$ cat src/rtl/convolution_2by2_controller_if.sv
// ----------------------------------------------------------------------------
// convolution_2by2_controller_if
//
// Groups the start/result handshake and the datapath control bus of the
// 2x2 convolution sequencer. Clock and reset stay plain module ports.
//
//   start                                     sequencer <- host      begin one convolution
//   result_ready                              sequencer <- consumer  result accepted
//   convolution_2by2_out         [7:0]        sequencer <- datapath  result buffer read data
//   input_array_addr_in_2by2     [4:0]        sequencer -> datapath  input operand mux select
//   filter_ceiling_first_array_addr_in_2by2   sequencer -> datapath  ceiling_1 mux select
//   filter_ceiling_second_array_addr_in_2by2  sequencer -> datapath  ceiling_2 mux select
//   buffer_read_addr_in_2by2     [1:0]        sequencer -> datapath  result buffer select
//   sys_2by2_en                               sequencer -> datapath  systolic array enable
//   datapath_clr                              sequencer -> datapath  one-cycle clear pulse
//   busy, done                                sequencer -> host      status
//   result_valid, result_data, result_index   sequencer -> consumer  result port
//
// master = the sequencer (initiator of every address/enable); slave = the
// datapath/host/consumer side.
// ----------------------------------------------------------------------------
interface convolution_2by2_controller_if;
    logic       start;
    logic       result_ready;
    logic [7:0] convolution_2by2_out;
    logic [4:0] input_array_addr_in_2by2;
    logic [4:0] filter_ceiling_first_array_addr_in_2by2;
    logic [4:0] filter_ceiling_second_array_addr_in_2by2;
    logic [1:0] buffer_read_addr_in_2by2;
    logic       sys_2by2_en;
    logic       datapath_clr;
    logic       busy;
    logic       done;
    logic       result_valid;
    logic [7:0] result_data;
    logic [1:0] result_index;

    modport master (
        input  start,
        input  result_ready,
        input  convolution_2by2_out,
        output input_array_addr_in_2by2,
        output filter_ceiling_first_array_addr_in_2by2,
        output filter_ceiling_second_array_addr_in_2by2,
        output buffer_read_addr_in_2by2,
        output sys_2by2_en,
        output datapath_clr,
        output busy,
        output done,
        output result_valid,
        output result_data,
        output result_index
    );

    modport slave (
        output start,
        output result_ready,
        output convolution_2by2_out,
        input  input_array_addr_in_2by2,
        input  filter_ceiling_first_array_addr_in_2by2,
        input  filter_ceiling_second_array_addr_in_2by2,
        input  buffer_read_addr_in_2by2,
        input  sys_2by2_en,
        input  datapath_clr,
        input  busy,
        input  done,
        input  result_valid,
        input  result_data,
        input  result_index
    );
endinterface

$ cat src/rtl/convolution_2by2_controller.sv
// ----------------------------------------------------------------------------
// convolution_2by2_controller
//
// Sequencer for the 2x2 convolution datapath. A start pulse in IDLE clears
// the datapath, streams the 16 input-array addresses with their paired
// filter addresses while the systolic array is enabled, drains the array
// skew, then reads the four results (C11, C12, C21, C22) back through the
// result buffer and hands them out on a valid/ready port.
//
// Ports:
//   clk  - rising-edge clock
//   rst  - asynchronous reset, active low
//   bus  - convolution_2by2_controller_if.master (handshake + datapath controls)
//
// Every output is a register; the next-state logic computes the value each
// output takes in the state being entered, so outputs line up with state.
// ----------------------------------------------------------------------------
module convolution_2by2_controller #(
    parameter int unsigned FLUSH_CYCLES = 3,
    parameter int unsigned READ_LATENCY = 1,
    parameter logic [4:0]  ZERO_ADDR    = 5'd25
) (
    input  logic                                clk,
    input  logic                                rst,
    convolution_2by2_controller_if.master       bus
);

    // One shared counter serves the flush drain and the read wait.
    localparam int unsigned CNT_MAX = (FLUSH_CYCLES > READ_LATENCY) ? FLUSH_CYCLES : READ_LATENCY;
    localparam int unsigned CNT_W   = (CNT_MAX > 1) ? $clog2(CNT_MAX) : 1;
    localparam logic [CNT_W-1:0] FLUSH_LAST = CNT_W'(FLUSH_CYCLES - 1);
    localparam logic [CNT_W-1:0] WAIT_LAST  = CNT_W'(READ_LATENCY - 1);

    typedef enum logic [2:0] {
        IDLE,
        CLEAR,
        FEED,
        FLUSH,
        READ_WAIT,
        READ_OUT,
        DONE
    } state_e;

    // Filter select for ceiling_1: valid for the top-left 3x3 window of the
    // 4x4 feed grid, addressing the 3x3 filter block starting at 16.
    function automatic logic [4:0] ceil1_addr(input logic [3:0] idx);
        logic [1:0] r;
        logic [1:0] c;
        r = idx[3:2];
        c = idx[1:0];
        if (r != 2'd3 && c != 2'd3) begin
            return 5'd16 + 5'd3 * 5'(r) + 5'(c);
        end
        return ZERO_ADDR;
    endfunction

    // Filter select for ceiling_2: same filter rows, shifted one column right.
    function automatic logic [4:0] ceil2_addr(input logic [3:0] idx);
        logic [1:0] r;
        logic [1:0] c;
        r = idx[3:2];
        c = idx[1:0];
        if (r != 2'd3 && c != 2'd0) begin
            return 5'd16 + 5'd3 * 5'(r) + 5'(c) - 5'd1;
        end
        return ZERO_ADDR;
    endfunction

    state_e           state_q,    state_d;
    logic [3:0]       idx_q,      idx_d;
    logic [1:0]       rd_idx_q,   rd_idx_d;
    logic [CNT_W-1:0] cnt_q,      cnt_d;

    logic [4:0]       in_addr_q,  in_addr_d;
    logic [4:0]       ceil1_q,    ceil1_d;
    logic [4:0]       ceil2_q,    ceil2_d;
    logic [1:0]       rd_addr_q,  rd_addr_d;
    logic             en_q,       en_d;
    logic             clr_q,      clr_d;
    logic             busy_q,     busy_d;
    logic             done_q,     done_d;
    logic             valid_q,    valid_d;
    logic [7:0]       data_q,     data_d;
    logic [1:0]       index_q,    index_d;

    // NOTE: every signal written here is given a default first, so no path
    // through the case leaves one unassigned and no latch is inferred.
    always_comb begin
        state_d   = state_q;
        idx_d     = idx_q;
        rd_idx_d  = rd_idx_q;
        cnt_d     = cnt_q;
        in_addr_d = in_addr_q;
        ceil1_d   = ceil1_q;
        ceil2_d   = ceil2_q;
        rd_addr_d = rd_addr_q;
        en_d      = en_q;
        clr_d     = 1'b0;
        valid_d   = valid_q;
        data_d    = data_q;
        index_d   = index_q;

        unique case (state_q)
            IDLE: begin
                if (bus.start) begin
                    state_d   = CLEAR;
                    clr_d     = 1'b1;
                    en_d      = 1'b0;
                    in_addr_d = ZERO_ADDR;
                    ceil1_d   = ZERO_ADDR;
                    ceil2_d   = ZERO_ADDR;
                    rd_addr_d = 2'd0;
                    idx_d     = 4'd0;
                    rd_idx_d  = 2'd0;
                    cnt_d     = '0;
                end
            end

            CLEAR: begin
                state_d   = FEED;
                en_d      = 1'b1;
                idx_d     = 4'd0;
                in_addr_d = 5'd0;
                ceil1_d   = ceil1_addr(4'd0);
                ceil2_d   = ceil2_addr(4'd0);
            end

            FEED: begin
                // idx wraps 15 -> 0 on the exit edge, leaving it cleared.
                idx_d = idx_q + 4'd1;
                if (idx_q == 4'd15) begin
                    state_d   = FLUSH;
                    cnt_d     = '0;
                    in_addr_d = ZERO_ADDR;
                    ceil1_d   = ZERO_ADDR;
                    ceil2_d   = ZERO_ADDR;
                end else begin
                    in_addr_d = {1'b0, idx_d};
                    ceil1_d   = ceil1_addr(idx_d);
                    ceil2_d   = ceil2_addr(idx_d);
                end
            end

            FLUSH: begin
                if (cnt_q == FLUSH_LAST) begin
                    state_d   = READ_WAIT;
                    cnt_d     = '0;
                    en_d      = 1'b0;
                    rd_addr_d = rd_idx_q;
                end else begin
                    cnt_d = cnt_q + CNT_W'(1);
                end
            end

            READ_WAIT: begin
                // Buffer data is valid once the address has been held for
                // READ_LATENCY cycles; capture it on the last wait edge.
                if (cnt_q == WAIT_LAST) begin
                    state_d = READ_OUT;
                    cnt_d   = '0;
                    valid_d = 1'b1;
                    data_d  = bus.convolution_2by2_out;
                    index_d = rd_idx_q;
                end else begin
                    cnt_d = cnt_q + CNT_W'(1);
                end
            end

            READ_OUT: begin
                if (bus.result_ready) begin
                    valid_d = 1'b0;
                    if (rd_idx_q == 2'd3) begin
                        state_d = DONE;
                    end else begin
                        state_d   = READ_WAIT;
                        rd_idx_d  = rd_idx_q + 2'd1;
                        rd_addr_d = rd_idx_q + 2'd1;
                    end
                end
            end

            DONE: begin
                state_d = IDLE;
            end

            default: begin
                state_d = IDLE;
            end
        endcase

        busy_d = (state_d != IDLE);
        done_d = (state_d == DONE);
    end

    // NOTE: state registers use non-blocking assignments so every register
    // samples the pre-edge values, independent of statement order.
    always_ff @(posedge clk or negedge rst) begin
        if (!rst) begin
            state_q   <= IDLE;
            idx_q     <= 4'd0;
            rd_idx_q  <= 2'd0;
            cnt_q     <= '0;
            in_addr_q <= ZERO_ADDR;
            ceil1_q   <= ZERO_ADDR;
            ceil2_q   <= ZERO_ADDR;
            rd_addr_q <= 2'd0;
            en_q      <= 1'b0;
            clr_q     <= 1'b0;
            busy_q    <= 1'b0;
            done_q    <= 1'b0;
            valid_q   <= 1'b0;
            data_q    <= 8'd0;
            index_q   <= 2'd0;
        end else begin
            state_q   <= state_d;
            idx_q     <= idx_d;
            rd_idx_q  <= rd_idx_d;
            cnt_q     <= cnt_d;
            in_addr_q <= in_addr_d;
            ceil1_q   <= ceil1_d;
            ceil2_q   <= ceil2_d;
            rd_addr_q <= rd_addr_d;
            en_q      <= en_d;
            clr_q     <= clr_d;
            busy_q    <= busy_d;
            done_q    <= done_d;
            valid_q   <= valid_d;
            data_q    <= data_d;
            index_q   <= index_d;
        end
    end

    assign bus.input_array_addr_in_2by2                 = in_addr_q;
    assign bus.filter_ceiling_first_array_addr_in_2by2  = ceil1_q;
    assign bus.filter_ceiling_second_array_addr_in_2by2 = ceil2_q;
    assign bus.buffer_read_addr_in_2by2                 = rd_addr_q;
    assign bus.sys_2by2_en                              = en_q;
    assign bus.datapath_clr                             = clr_q;
    assign bus.busy                                     = busy_q;
    assign bus.done                                     = done_q;
    assign bus.result_valid                             = valid_q;
    assign bus.result_data                              = data_q;
    assign bus.result_index                             = index_q;

endmodule

$ cat src/flat_wrapper.sv
// flat-port wrapper written by rule: the top's interface ports become plain ports
module convolution_2by2_controller_flat 
#(
    parameter int unsigned FLUSH_CYCLES = 3,
    parameter int unsigned READ_LATENCY = 1,
    parameter logic [4:0]  ZERO_ADDR    = 5'd25
)
  (clk, rst, bus_start, bus_result_ready, bus_convolution_2by2_out, bus_input_array_addr_in_2by2, bus_filter_ceiling_first_array_addr_in_2by2, bus_filter_ceiling_second_array_addr_in_2by2, bus_buffer_read_addr_in_2by2, bus_sys_2by2_en, bus_datapath_clr, bus_busy, bus_done, bus_result_valid, bus_result_data, bus_result_index);
  convolution_2by2_controller_if bus_i ();
  input  logic clk;
  input  logic rst;
  input wire logic [$bits(bus_i.start)-1:0] bus_start;
  input wire logic [$bits(bus_i.result_ready)-1:0] bus_result_ready;
  input wire logic [$bits(bus_i.convolution_2by2_out)-1:0] bus_convolution_2by2_out;
  output wire logic [$bits(bus_i.input_array_addr_in_2by2)-1:0] bus_input_array_addr_in_2by2;
  output wire logic [$bits(bus_i.filter_ceiling_first_array_addr_in_2by2)-1:0] bus_filter_ceiling_first_array_addr_in_2by2;
  output wire logic [$bits(bus_i.filter_ceiling_second_array_addr_in_2by2)-1:0] bus_filter_ceiling_second_array_addr_in_2by2;
  output wire logic [$bits(bus_i.buffer_read_addr_in_2by2)-1:0] bus_buffer_read_addr_in_2by2;
  output wire logic [$bits(bus_i.sys_2by2_en)-1:0] bus_sys_2by2_en;
  output wire logic [$bits(bus_i.datapath_clr)-1:0] bus_datapath_clr;
  output wire logic [$bits(bus_i.busy)-1:0] bus_busy;
  output wire logic [$bits(bus_i.done)-1:0] bus_done;
  output wire logic [$bits(bus_i.result_valid)-1:0] bus_result_valid;
  output wire logic [$bits(bus_i.result_data)-1:0] bus_result_data;
  output wire logic [$bits(bus_i.result_index)-1:0] bus_result_index;
  assign bus_i.start = bus_start;
  assign bus_i.result_ready = bus_result_ready;
  assign bus_i.convolution_2by2_out = bus_convolution_2by2_out;
  assign bus_input_array_addr_in_2by2 = bus_i.input_array_addr_in_2by2;
  assign bus_filter_ceiling_first_array_addr_in_2by2 = bus_i.filter_ceiling_first_array_addr_in_2by2;
  assign bus_filter_ceiling_second_array_addr_in_2by2 = bus_i.filter_ceiling_second_array_addr_in_2by2;
  assign bus_buffer_read_addr_in_2by2 = bus_i.buffer_read_addr_in_2by2;
  assign bus_sys_2by2_en = bus_i.sys_2by2_en;
  assign bus_datapath_clr = bus_i.datapath_clr;
  assign bus_busy = bus_i.busy;
  assign bus_done = bus_i.done;
  assign bus_result_valid = bus_i.result_valid;
  assign bus_result_data = bus_i.result_data;
  assign bus_result_index = bus_i.result_index;
  convolution_2by2_controller #(.FLUSH_CYCLES(FLUSH_CYCLES), .READ_LATENCY(READ_LATENCY), .ZERO_ADDR(ZERO_ADDR)) u_core (.clk(clk), .rst(rst), .bus(bus_i));
endmodule
$ cat config.mk
export PLATFORM = sky130hd
export DESIGN_NAME = convolution_2by2_controller_flat
export DESIGN_NICKNAME = d
export VERILOG_FILES = /design/src/rtl/convolution_2by2_controller_if.sv /design/src/rtl/convolution_2by2_controller.sv /design/src/flat_wrapper.sv
export SDC_FILE = /design/constraint.sdc
export NUM_CORES = 1
export LEC_CHECK = 0
export BUFFER_PORTS_ARGS = -buffer_cell sky130_fd_sc_hd__clkbuf_2
export CAP_MARGIN = 0
export CELL_PAD_IN_SITES_DETAIL_PLACEMENT = 1
export CELL_PAD_IN_SITES_GLOBAL_PLACEMENT = 2
export CORE_MARGIN = 2
export CORE_UTILIZATION = 31
export DETAILED_ROUTE_END_ITERATION = 12
export PLACE_DENSITY = 0.84
export REMOVE_ABC_BUFFERS = 1
export SKIP_LAST_GASP = 1
export SYNTH_ARGS = -nofsm -noshare
export SYNTH_HDL_FRONTEND = slang
export SYNTH_SLANG_ARGS = --single-unit
$ cat constraint.sdc
create_clock -name clk -period 2.7 [get_ports clk]
set_input_delay 0.405 -clock clk [delete_from_list [all_inputs] [get_ports clk]]
set_output_delay 0.405 -clock clk [all_outputs]
set_load 0.005 [all_outputs]
==> key figures, run 1 <==
Status
  • Status: completed

STA
  • Final critical-path share of the clock period: 97.2%
  • # setup viols final: 0
  • Hold_ws: 123 ps
  • Max-slew headroom: between 50% and 60%
  • Slew at the pin closest to its max-slew limit: 700 ps
  • Clk_skew: 9.63 ps
  • Fmax: around 0.38 GHz
  • Fin. Hold Viols: 0
  • Final slew viol count: 0
  • Fin crit period: 2630 ps

Finish
  • FF+latch area: 0.00106 mm²
  • Share of post-route cells with drive strength above 1: 32.0%
  • Nets: 283
  • Multi-input gate area: 0.00108 mm²
  • Syn-to-layout area delta: 20.3%
  • Diodes inserted: 0
  • Layout fillers: 805
  • Layout Cells excl Fill: 355

Power and ir drop
  • Pleak: 1.27 nW
  • VDD IR max: 0.663 mV
  • PD cells: 1320 mW/mm²

Synth
  • Top post-synthesis cells by area: dfrtp_1, dfstp_2, ha_1
  • Top FF cell, synth: dfrtp_1
  • Main combinational cell family by area after synthesis: compound AO/OA/AOI/OAI gates
  • Area share of fa/ha/maj cells after synthesis: around 7.6%
  • Unique masters post-synth: 50
  • Flops & latches, synth: 42
  • Mux share of post-synthesis cell area: 6.63%
  • Post-Synthesis Cells: 213
  • Mapped Area: about 0.0022 mm²
  • Synth top area share: 38.2%
  • Syn avg cell area: 10.5 µm²
  • Count leader, synth: dfrtp_1
  • Syn. warnings: 0
  • Compound-Gate Fraction of Synth Area: 15.8%
  • Sequential area share after synthesis: approximately 48%
  • Post-synth ARST share: 100%
  • Synth Area in Simple Gates: 14.8%
  • Post-synth EDFFs: 0
  • Most frequent cells after synthesis: dfrtp_1, nand2_1, o21ai_0
  • Synth Area in XOR/XNOR: under 10%
  • Most area-hungry cell type in the Yosys netlist: dfrtp_1

Hold path
  • Hold Path Class: in2async

Run
  • Max Cap Viol: 0

Clock network
  • H-Tree Depth: 2
  • Clock Sinks: 42
  • Post-CTS Setup Repair Bufs: 0
  • CTS Hold Bufs: 0
  • CTS tree: built
  • Latest clock arrival within the worst-skew pair: 300 ps
  • Total CTS buffers: 5
  • Max clock buf depth: 2
  • CTS Root Cell: clkbuf_8
  • Cts repair resizes: 0
  • Worst-path clk slew: 90 ps

Floorplanning
  • Chip Height: about 90 µm
  • Die area: 0.00788 mm²
  • Number of cell rows: 30
  • IO Count: 44
  • Initial Util: 32.4%
  • Width of the die: between 80 and 90 µm
  • Core footprint: 0.00687 mm²

Critical path
  • CP Launch Type: flop
  • Worst-path fanout max: 7
  • Setup CP Type: reg2reg
  • CP arrival: 2810 ps
  • Worst setup EP type: flop
  • Required time worst endpoint: 2880 ps

Route
  • 1st-iter DRT viols: 85
  • Final ANT Viol Nets: 0
  • Via count: 1,781
  • Via/cell ratio: 5.02
  • WL final: approximately 5400 µm
  • Pre-antenna DRT Iters: 4
  • Drt wl/cell: 15.1 µm
  • DRC errors left: 0

Placed design
  • Placed Cells incl. Taps: 347
  • Number of port buffers: 42
  • HPWL Detailed: 3930 µm
  • Gp weighted congestion: 0.822

Global route
  • Grt ovf: 0
  • Global Route Usage Sum: between 10 and 15%
  • Vias in the first global route: 1,762
  • Global-route wire length before repair: 8730 µm
  • Initial antenna violation count: 0
  • Largest net degree at the start of global routing: 26
==> cells in the final DEF (no fill, tap or decap), drive strengths merged, types with 5 or more instances in the layout <==
cell    count
nand3       5
dfstp       8
nand2b      5
buf         9
o21ai      19
a21o        5
nor2       10
clkbuf     47
nor3        8
ha         12
a21oi       7
dfrtp      34
nand2      16
mux2       11
inv        11
==> worst max-delay path: stages (launching register included) <==
cell and delay [ps]:
dfrtp_1 390, buf_4 160, nand3_1 130, xor2_2 220, xnor2_1 150, ha_1 250
ha_1 210, fa_2 460, nor4b_1 400, a31oi_1 140
==> logic make-up (layout without fill, tap and decap cells) <==
| logic type | Yosys count | after routing |
|---|---|---|
| xor+xnor | 5 | 5 |
| fa+ha+maj | 13 | 13 |
| other cells | 1 | 1 |
| buf+inv | 25 | 71 |
| compound gates | 52 | 52 |
| simple gates | 62 | 62 |
| mux | 13 | 13 |
| flops | 42 | 42 |
==> final timing paths <==
path                            slack (ps)                         end                   startpoint  depth (start not counted)
worst max-delay path                    70                        flop              u_core.idx_q[0]                          9
worst min-delay path                   120  asynchronous set/reset pin                          rst                          1
worst max register to register          70                        flop              u_core.idx_q[0]                          9
worst min register to register         490     u_core.bus.result_valid      u_core.bus.result_valid                          1
max in group asynchronous             1910  asynchronous set/reset pin                          rst                          2
min in group clk                       320   u_core.bus.result_data[0]  bus_convolution_2by2_out[0]                          2
==> power by group <==
group | switching [W] | leakage (nW) | total (W) | internal (W)
Clock | 0.000235 | 0.0441 | 0.000417 | 0.000182
Sequential | 0.000220 | 0.507 | 0.00116 | 0.000940
Combinational | 0.00102 | 0.720 | 0.00195 | 0.000937
==> stage by stage <==
stage               setup TNS [ps]  area (µm²)  total power, W  setup slack (ps)  util, %
floorplan                        0        2160         0.00240               156        -
global placement                 0        2560         0.00297               131     37.2
detailed placement               0        2560         0.00304              52.6     37.2
CTS                              0        2650         0.00347              39.6     38.5
global route                 -46.7        2680         0.00386             -46.7     39.0
finish                           0        2680         0.00353              74.3     39.0
==> sequential cells by signal, summed over array words and instances (netlist names) <==
| register | count |
|---|---|
| u_core.bus.result_data | 8 |
| u_core.bus.filter_ceiling_second_array_addr_in_2by2 | 5 |
| u_core.bus.input_array_addr_in_2by2 | 5 |
| u_core.bus.filter_ceiling_first_array_addr_in_2by2 | 4 |
| u_core.idx_q | 4 |
| u_core.state_q | 3 |
| u_core.bus.buffer_read_addr_in_2by2 | 2 |
| u_core.bus.result_index | 2 |
| u_core.cnt_q | 2 |
| u_core.rd_idx_q | 2 |
| u_core.bus.busy | 1 |
| u_core.bus.datapath_clr | 1 |
| u_core.bus.done | 1 |
| u_core.bus.result_valid | 1 |
| u_core.bus.sys_2by2_en | 1 |
==> final cells by class <==
class                   instances  area share, %
repair buffers                 51           10.4
clock inverters                 3          0.793
clock buffers                   5           2.57
inverters                      12           1.87
well taps                      96           4.48
multi-input cells             146           40.3
flip-flops and latches         42           39.6
==> metal layers <==
| metal | global-route usage, % | vias to the layer above | routed length [µm] |
|---|---|---|---|
| li1 | - | 840 | - |
| met1 | 18.4 | 900 | 2350 |
| met2 | 24.4 | 34 | 2730 |
| met3 | 3.08 | 7 | 211 |
| met4 | 4.13 | 0 | 60 |
| met5 | 0 | - | 0 |
No activity file was read; power rests on OpenSTA's default activity.
==> inputs of run 2 (changes only) <==
Settings changed: CORE_ASPECT_RATIO set to 1.25.
==> run 2 against run 1 <==
Net effect: total power is 1.1% lower; design area down 0.75%; critical path type unchanged; sequential share of layout area grew 0.30 points; setup slack better by 63 ps; final cell count fell by 2.3%; die area about the same; clock-buffer cell count unchanged; non-clock buffer count fell by 2; utilization decreased by 0.89 points; maximum frequency grew 2.5%; via count decreased by 2.1%.
==> key figures, run 2 (synthesis gave the netlist of run 1 again) <==
Finish
  • Share of post-route cells with drive strength above 1: 31.5% (-0.53 points)
  • Layout Cells excl Fill: 347 (-2.3%)
  • Leading cell type in the layout, fill and taps excluded: clkbuf_2
  • Max FFs per register: 8 (unchanged)
  • Diodes inserted: 0 (unchanged)
  • Nets: 281 (-0.71%)
  • Syn-to-layout area delta: 19.4%
  • Most frequent cells in the layout: clkbuf_2, dfrtp_1, nand2_1

Global route
  • Grt ovf: 0 (unchanged)
  • Vias in the first global route: 1,831 (+3.9%)
  • Largest net degree at the start of global routing: 27 (+3.8%)
  • Initial antenna violation count: 0 (unchanged)
  • Global-route wire length before repair: 8710 µm (-0.16%)
  • Global Route Usage Sum: 14.1% (-0.26 points)

STA
  • Final critical-path share of the clock period: 94.9% (-2.3 points)
  • TNS Setup: 0 ps (unchanged)
  • # setup viols final: 0 (unchanged)
  • Fin. Hold Viols: 0 (unchanged)
  • Clk_skew: 8.05 ps (-1.57 ps)
  • Max-slew headroom: 57.6% (+4.4 points)
  • Slew at the pin closest to its max-slew limit: 634 ps (-66.0 ps)
  • RSZ-0062 raised after global routing: false
  • Final slew viol count: 0 (unchanged)
  • Fmax: 0.390 GHz (+2.5%)
  • Fin crit period: 2560 ps (-62.9 ps)

Power and ir drop
  • VDD IR max: 0.731 mV (+10%)
  • PD cells: 1310 mW/mm² (-0.39%)
  • Power share of the combinational group: 54.5% (-0.8 points)
  • Internal: 0.00205 W (-0.61%)
  • Pleak: 1.26 nW (-0.80%)
  • Sw power: 0.00145 W (-1.9%)
  • Sw Ratio: 41.4% (-0.30 points)
  • Sequential power share: 33.3% (+0.5 points)
  • Clock Power Share: 12.2% (+0.4 points)
  • Design Power: 0.00349 W (-1.1%)

Critical path
  • Reg2reg path depth: 10 (+1)
  • Setup CP Type: reg2reg
  • WP buf/inv: 3 (+2)
  • Crit path largest cell delay: 600 ps (+140 ps)
  • CP cell instances: buf_4 > inv_1 > ha_1 > inv_1 > ha_1 > ha_1 > fa_2 > xnor2_1 > nor3_1 > a22o_1
  • Required time worst endpoint: 2890 ps (about the same)
  • CP arrival: 2750 ps (-60 ps)
  • Worst path top cell family by delay: adder cells
  • CP most frequent cell: ha_1
  • Worst setup EP type: flop
  • Critical R2R Launch: u_core.idx_q[0]
  • Slowest cell on the critical path: fa_2
  • Worst-path fanout max: 7 (unchanged)
  • Critical Path Stages: 10 (+1)
  • Worst setup startpoint: u_core.idx_q[0]
  • CP Launch Type: flop

Route
  • Drt wl/cell: 15.2 µm (+0.57%)
  • Final ANT Viol Nets: 0 (unchanged)
  • Routed wl met2: 2820 µm (+3.4%)
  • Top Layer Used: met4
  • Met3 WL post-DR: 154 µm (-27%)
  • Pre-antenna DRT Iters: 5 (+1)
  • DRC errors left: 0 (unchanged)
  • Met1 WL: 2230 µm (-5.3%)
  • Via count: 1,744 (-2.1%)
  • WL final: 5260 µm (-1.7%)
  • 1st-iter DRT viols: 41 (-52%)
  • Via/cell ratio: 5.03 (+0.18%)

Clock network
  • CTS tree: built
  • Total CTS buffers: 5 (unchanged)
  • H-Tree Depth: 2 (unchanged)
  • Max clock buf depth: 2 (unchanged)
  • CTS Root Cell: clkbuf_8
  • Clock Sinks: 42 (unchanged)
  • Worst-path clk slew: 90 ps (about the same)
  • Latest clock arrival within the worst-skew pair: 300 ps (about the same)

Floorplanning
  • Die area: 0.00789 mm² (about the same)
  • Initial Util: 31.9% (-0.50 points)
  • IO Count: 44 (unchanged)
  • Width of the die: 79.8 µm (-10%)
  • Chip Height: 98.8 µm (+11%)
  • Number of cell rows: 34 (+13%)
  • Core footprint: 0.00698 mm² (+1.6%)

Hold path
  • Hold Path Class: in2async

Placed design
  • Number of port buffers: 42 (unchanged)
  • Gp weighted congestion: 0.821 (about the same)
  • Placed Cells incl. Taps: 339 (-2.3%)
  • HPWL Detailed: 3890 µm (-0.97%)

Status
  • Status: completed

Run
  • Max Cap Viol: 0 (unchanged)
[run 2: changes by cell type in the layout (fill, tap and decap cells not counted), sizes merged]
cell | before | now
buf | 9 | 7
inv | 11 | 12
clkinv | 3 | 2
[run 2: stage by stage]
stage / instance area, µm² / hold slack (ps) / worst slack [ps] / utilization, %
2_1_floorplan: 2160 / 109 / 156 / -
3_3_place_gp: 2530 / 360 / 117 / 36.3
3_5_place_dp: 2530 / 362 / 79.1 / 36.3
4_1_cts: 2630 / 19.8 / 51.0 / 37.7
5_1_grt: 2660 / 29.7 / 3.26 / 38.1
6_report: 2660 / 13.4 / 137 / 38.1
[run 2: layer usage]
metal  vias up  GRT usage [%]
li1        835              -
met1       875           16.8
met2        29           25.1
met3         5           2.84
met4         0           4.82
met5         -              0
[run 2: final timing paths]
kind / endpoint / slack, ps
max in group asynchronous: asynchronous set/reset pin / 1930
max reg2reg: flop / 140
min: u_core.bus.result_data[4] / 10
min reg2reg: u_core.bus.input_array_addr_in_2by2[2] / 490
min in group clk: u_core.bus.result_data[7] / 320
max: flop / 140
[run 2: area by class of cell]
class	count	area, µm²
Clock inverter	3	25.0
Multi-Input combinational cell	146	1080
Tap cell	90	113
Sequential cell	42	1060
Clock buffer	5	68.8
Timing Repair Buffer	49	263
Inverter	12	50.0
Fill cell	817	4320
[run 2: power groups by stage]
stage | Clock [W] | Combinational (W) | Sequential (W)
3_5_place_dp | 0 | 0.00185 | 0.00117
5_1_grt | 0.000474 | 0.00214 | 0.00121
2_1_floorplan | 0 | 0.00123 | 0.00117
6_report | 0.000427 | 0.00190 | 0.00116
4_1_cts | 0.000446 | 0.00186 | 0.00116
3_3_place_gp | 0 | 0.00180 | 0.00116
[run 2: timing repair]
| action | 4_1_cts | 5_1_grt |
|---|---|---|
| gates resized for setup | 0 | 7 |
| setup endpoints to repair | 0 | 4 |
| hold buffers | 0 | 0 |
| buffers inserted | 0 | 0 |
==> inputs of run 3 (changes only) <==
Settings changed: ABC_AREA set to 1, ABC_CLOCK_PERIOD_IN_PS set to 2700, CORE_UTILIZATION 31 to 29.
==> run 3 against run 2 <==
Net effect: final cell count up 15%; utilization down 2.1 points; largest cell class is now sequential cells; die area is 6.0% higher; global-route usage about the same.
==> key figures, run 3 <==
STA
  • PnR worst setup slack: 113 ps (-24.4 ps)
  • Final critical-path share of the clock period: 95.8% (+0.90 points)
  • Fin crit period: 2590 ps (+24.4 ps)
  • Max-slew headroom: 32.1% (-25 points)
  • Slew at the pin closest to its max-slew limit: 1020 ps (+384 ps)
  • # setup viols final: 0 (unchanged)
  • Fmax: 0.387 GHz (-0.94%)
  • TNS Setup: 0 ps (unchanged)
  • Clk_skew: 6.78 ps (-1.28 ps)
  • Fin. Hold Viols: 0 (unchanged)
  • Final slew viol count: 0 (unchanged)
  • RSZ-0062 raised after global routing: true

Power and ir drop
  • PD cells: 1190 mW/mm² (-9.4%)
  • Internal: 0.00179 W (-12%)
  • VDD IR max: 0.478 mV (-35%)
  • Design Power: 0.00317 W (-9.1%)
  • Sw power: 0.00138 W (-4.2%)
  • Clock Power Share: 14.2% (+2.0 points)
  • Power share of the combinational group: 51.1% (-3.4 points)
  • Sequential power share: 34.8% (+1.5 points)
  • Pleak: 1.44 nW (+14%)
  • Sw Ratio: 43.6% (+2.2 points)

Synth
  • Synth top area share: 38.4% (+0.22 points)
  • Count leader, synth: nand2_1
  • Top FF cell, synth: dfrtp_1
  • Unique masters post-synth: 24 (-52%)
  • Mapped Area: 0.00222 mm² (-0.56%)
  • Top post-synthesis cells by area: dfrtp_1, nand2_1, dfstp_2
  • Syn. warnings: 0 (unchanged)
  • Post-synth ARST share: 100% (unchanged)
  • Syn avg cell area: 8.69 µm² (-17%)
  • Post-Synthesis Cells: 255 (+20%)
  • Post-synth EDFFs: 0 (unchanged)
  • Most area-hungry cell type in the Yosys netlist: dfrtp_1
  • Sequential area share after synthesis: 47.9% (+0.27 points)
  • Most frequent cells after synthesis: nand2_1, inv_1, dfrtp_1
  • Flops & latches, synth: 42 (unchanged)

Placed design
  • Gp weighted congestion: 0.783 (-4.6%)
  • Placed Cells incl. Taps: 386 (+14%)
  • Placement Setup Slack: 43.6 ps (-35.5 ps)
  • HPWL Detailed: 4050 µm (+4.1%)
  • Number of port buffers: 42 (unchanged)

Floorplanning
  • Core footprint: 0.00740 mm² (+6.1%)
  • Chip Height: 102 µm (+3.0%)
  • Die area: 0.00836 mm² (+6.0%)
  • Number of cell rows: 35 (+2.9%)
  • IO Count: 44 (unchanged)
  • Width of the die: 82.2 µm (+2.9%)
  • Initial Util: 29.9% (-2.0 points)

Global route
  • Initial antenna violation count: 0 (unchanged)
  • Largest net degree at the start of global routing: 41 (+52%)
  • Vias in the first global route: 1,927 (+5.2%)
  • Global-route wire length before repair: 9080 µm (+4.2%)
  • Global Route Usage Sum: 14.1% (-0.049 points)
  • Grt ovf: 0 (unchanged)

Critical path
  • WP buf/inv: 3 (unchanged)
  • Required time worst endpoint: 2900 ps (about the same)
  • CP Launch Type: flop
  • Slowest cell on the critical path: fa_1
  • Crit path largest cell delay: 500 ps (-100 ps)
  • CP arrival: 2780 ps (+30 ps)
  • CP cell instances: ha_4 > nand2_2 > inv_2 > nor2_4 > xnor2_2 > inv_1 > ha_1 > ha_2 > fa_1 > inv_1 > nor2_1 > o21ai_0 > o21ai_1
  • Reg2reg path depth: 13 (+3)
  • Setup CP Type: reg2reg
  • Worst path top cell family by delay: adder cells
  • Worst setup EP type: flop
  • CP most frequent cell: inv_1
  • Worst-path fanout max: 6 (-1)
  • Critical Path Stages: 13 (+3)

Clock network
  • Latest clock arrival within the worst-skew pair: 300 ps (about the same)
  • CTS tree: built
  • Clock Sinks: 42 (unchanged)
  • Max clock buf depth: 2 (unchanged)
  • CTS Root Cell: clkbuf_8
  • H-Tree Depth: 2 (unchanged)
  • Worst-path clk slew: 90 ps (about the same)
  • Total CTS buffers: 5 (unchanged)
  • CTS Hold Bufs: 0 (unchanged)

Route
  • Met1 WL: 2270 µm (+2.0%)
  • 1st-iter DRT viols: 34 (-17%)
  • Top Layer Used: met4
  • Pre-antenna DRT Iters: 4 (-1)
  • Met3 WL post-DR: 174 µm (+13%)
  • DRC errors left: 0 (unchanged)
  • Via count: 1,818 (+4.2%)
  • WL final: 5400 µm (+2.7%)
  • Final ANT Viol Nets: 0 (unchanged)
  • Drt wl/cell: 13.6 µm (-10%)
  • Via/cell ratio: 4.57 (-9.1%)
  • Routed wl met2: 2880 µm (+2.3%)

Finish
  • Share of post-route cells with drive strength above 1: 30.1% (-1.5 points)
  • Syn-to-layout area delta: 20.6%
  • Diodes inserted: 0 (unchanged)
  • Max FFs per register: 8 (unchanged)
  • Post-layout util: 36.1% (-2.1 points)
  • Layout Cells excl Fill: 398 (+15%)
  • Leading cell type in the layout, fill and taps excluded: nand2_1
  • Most frequent cells in the layout: nand2_1, clkbuf_2, inv_1
  • Nets: 330 (+17%)

Status
  • Status: completed

Hold path
  • Hold Path Class: in2async

Run
  • Max Cap Viol: 0 (unchanged)
[run 3: cell count changes in the layout (fill, tap and decap cells not counted), sizes merged, moves of 5 or more]
cell and change:
nand2 +50, inv +31, nand3 +20, nor2 +14, nor3 -8, a21o -5
nand2b -5
[run 3: final timing paths]
check / slack [ps] / endpoint / start
max: 110 / flop / u_core.idx_q[1]
min: 260 / u_core.cnt_q[1] / rst
max reg2reg: 110 / flop / u_core.idx_q[1]
min reg2reg: 480 / u_core.bus.input_array_addr_in_2by2[2] / u_core.bus.input_array_addr_in_2by2[2]
max in group asynchronous: 1730 / asynchronous set/reset pin / rst
min in group clk: 320 / u_core.bus.result_data[3] / bus_convolution_2by2_out[3]
[run 3: repair_timing]
item	in CTS	in global routing
hold endpoints to repair	0	0
setup buffers	0	4
endpoints found under the setup margin	0	3
gates resized for setup	0	13
[run 3: power groups by stage]
stage | clock (W) | sequential, W | combinational [W]
after floorplan | 0 | 0.00109 | 0.00102
after global placement | 0 | 0.00109 | 0.00150
after detailed placement | 0 | 0.00111 | 0.00155
after CTS | 0.000465 | 0.00110 | 0.00155
after global routing | 0.000490 | 0.00115 | 0.00189
final | 0.000450 | 0.00110 | 0.00162
[run 3: area by class of cell]
class / count / area [µm²]
Fill cell: 897 / 4730
Inverter: 41 / 154
Timing Repair Buffer: 48 / 255
Sequential cell: 42 / 1060
Clock inverter: 3 / 28.8
Clock buffer: 5 / 68.8
Multi-Input combinational cell: 167 / 985
Tap cell: 92 / 115
[run 3: layer usage]
metal  vias to the layer above  track usage (%)
li1                        895                -
met1                       891             16.6
met2                        26             25.3
met3                         6             2.50
met4                         0             4.62
met5                         -                0
[run 3: cells by family (layout without fill, tap and decap cells)]
family	count (synthesis)	count (layout)	share of synthesized area, %
compound gates	24	24	5.42
flops	42	42	47.9
buf+inv	46	97	9.15
xor+xnor	1	1	0.395
mux	8	8	4.74
simple gates	120	120	24.6
fa+ha+maj	13	13	7.68
other cells	1	1	0.169
[run 3: per-stage QoR]
stage | area, µm² | hold WS [ps]
after floorplan | 2170 | 109
after global placement | 2510 | 459
after detailed placement | 2510 | 461
after CTS | 2610 | 293
after global routing | 2670 | 322
final | 2670 | 258
[run 3: worst reg2reg max path, cell delays in order, from the launching register on]
cell and delay, ps:
dfrtp_2 470, ha_4 190, nand2_2 80, inv_2 40, nor2_4 120, xnor2_2 120, inv_1 60, ha_1 270
ha_2 180, fa_1 500, inv_1 120, nor2_1 50, o21ai_0 190, o21ai_1 90
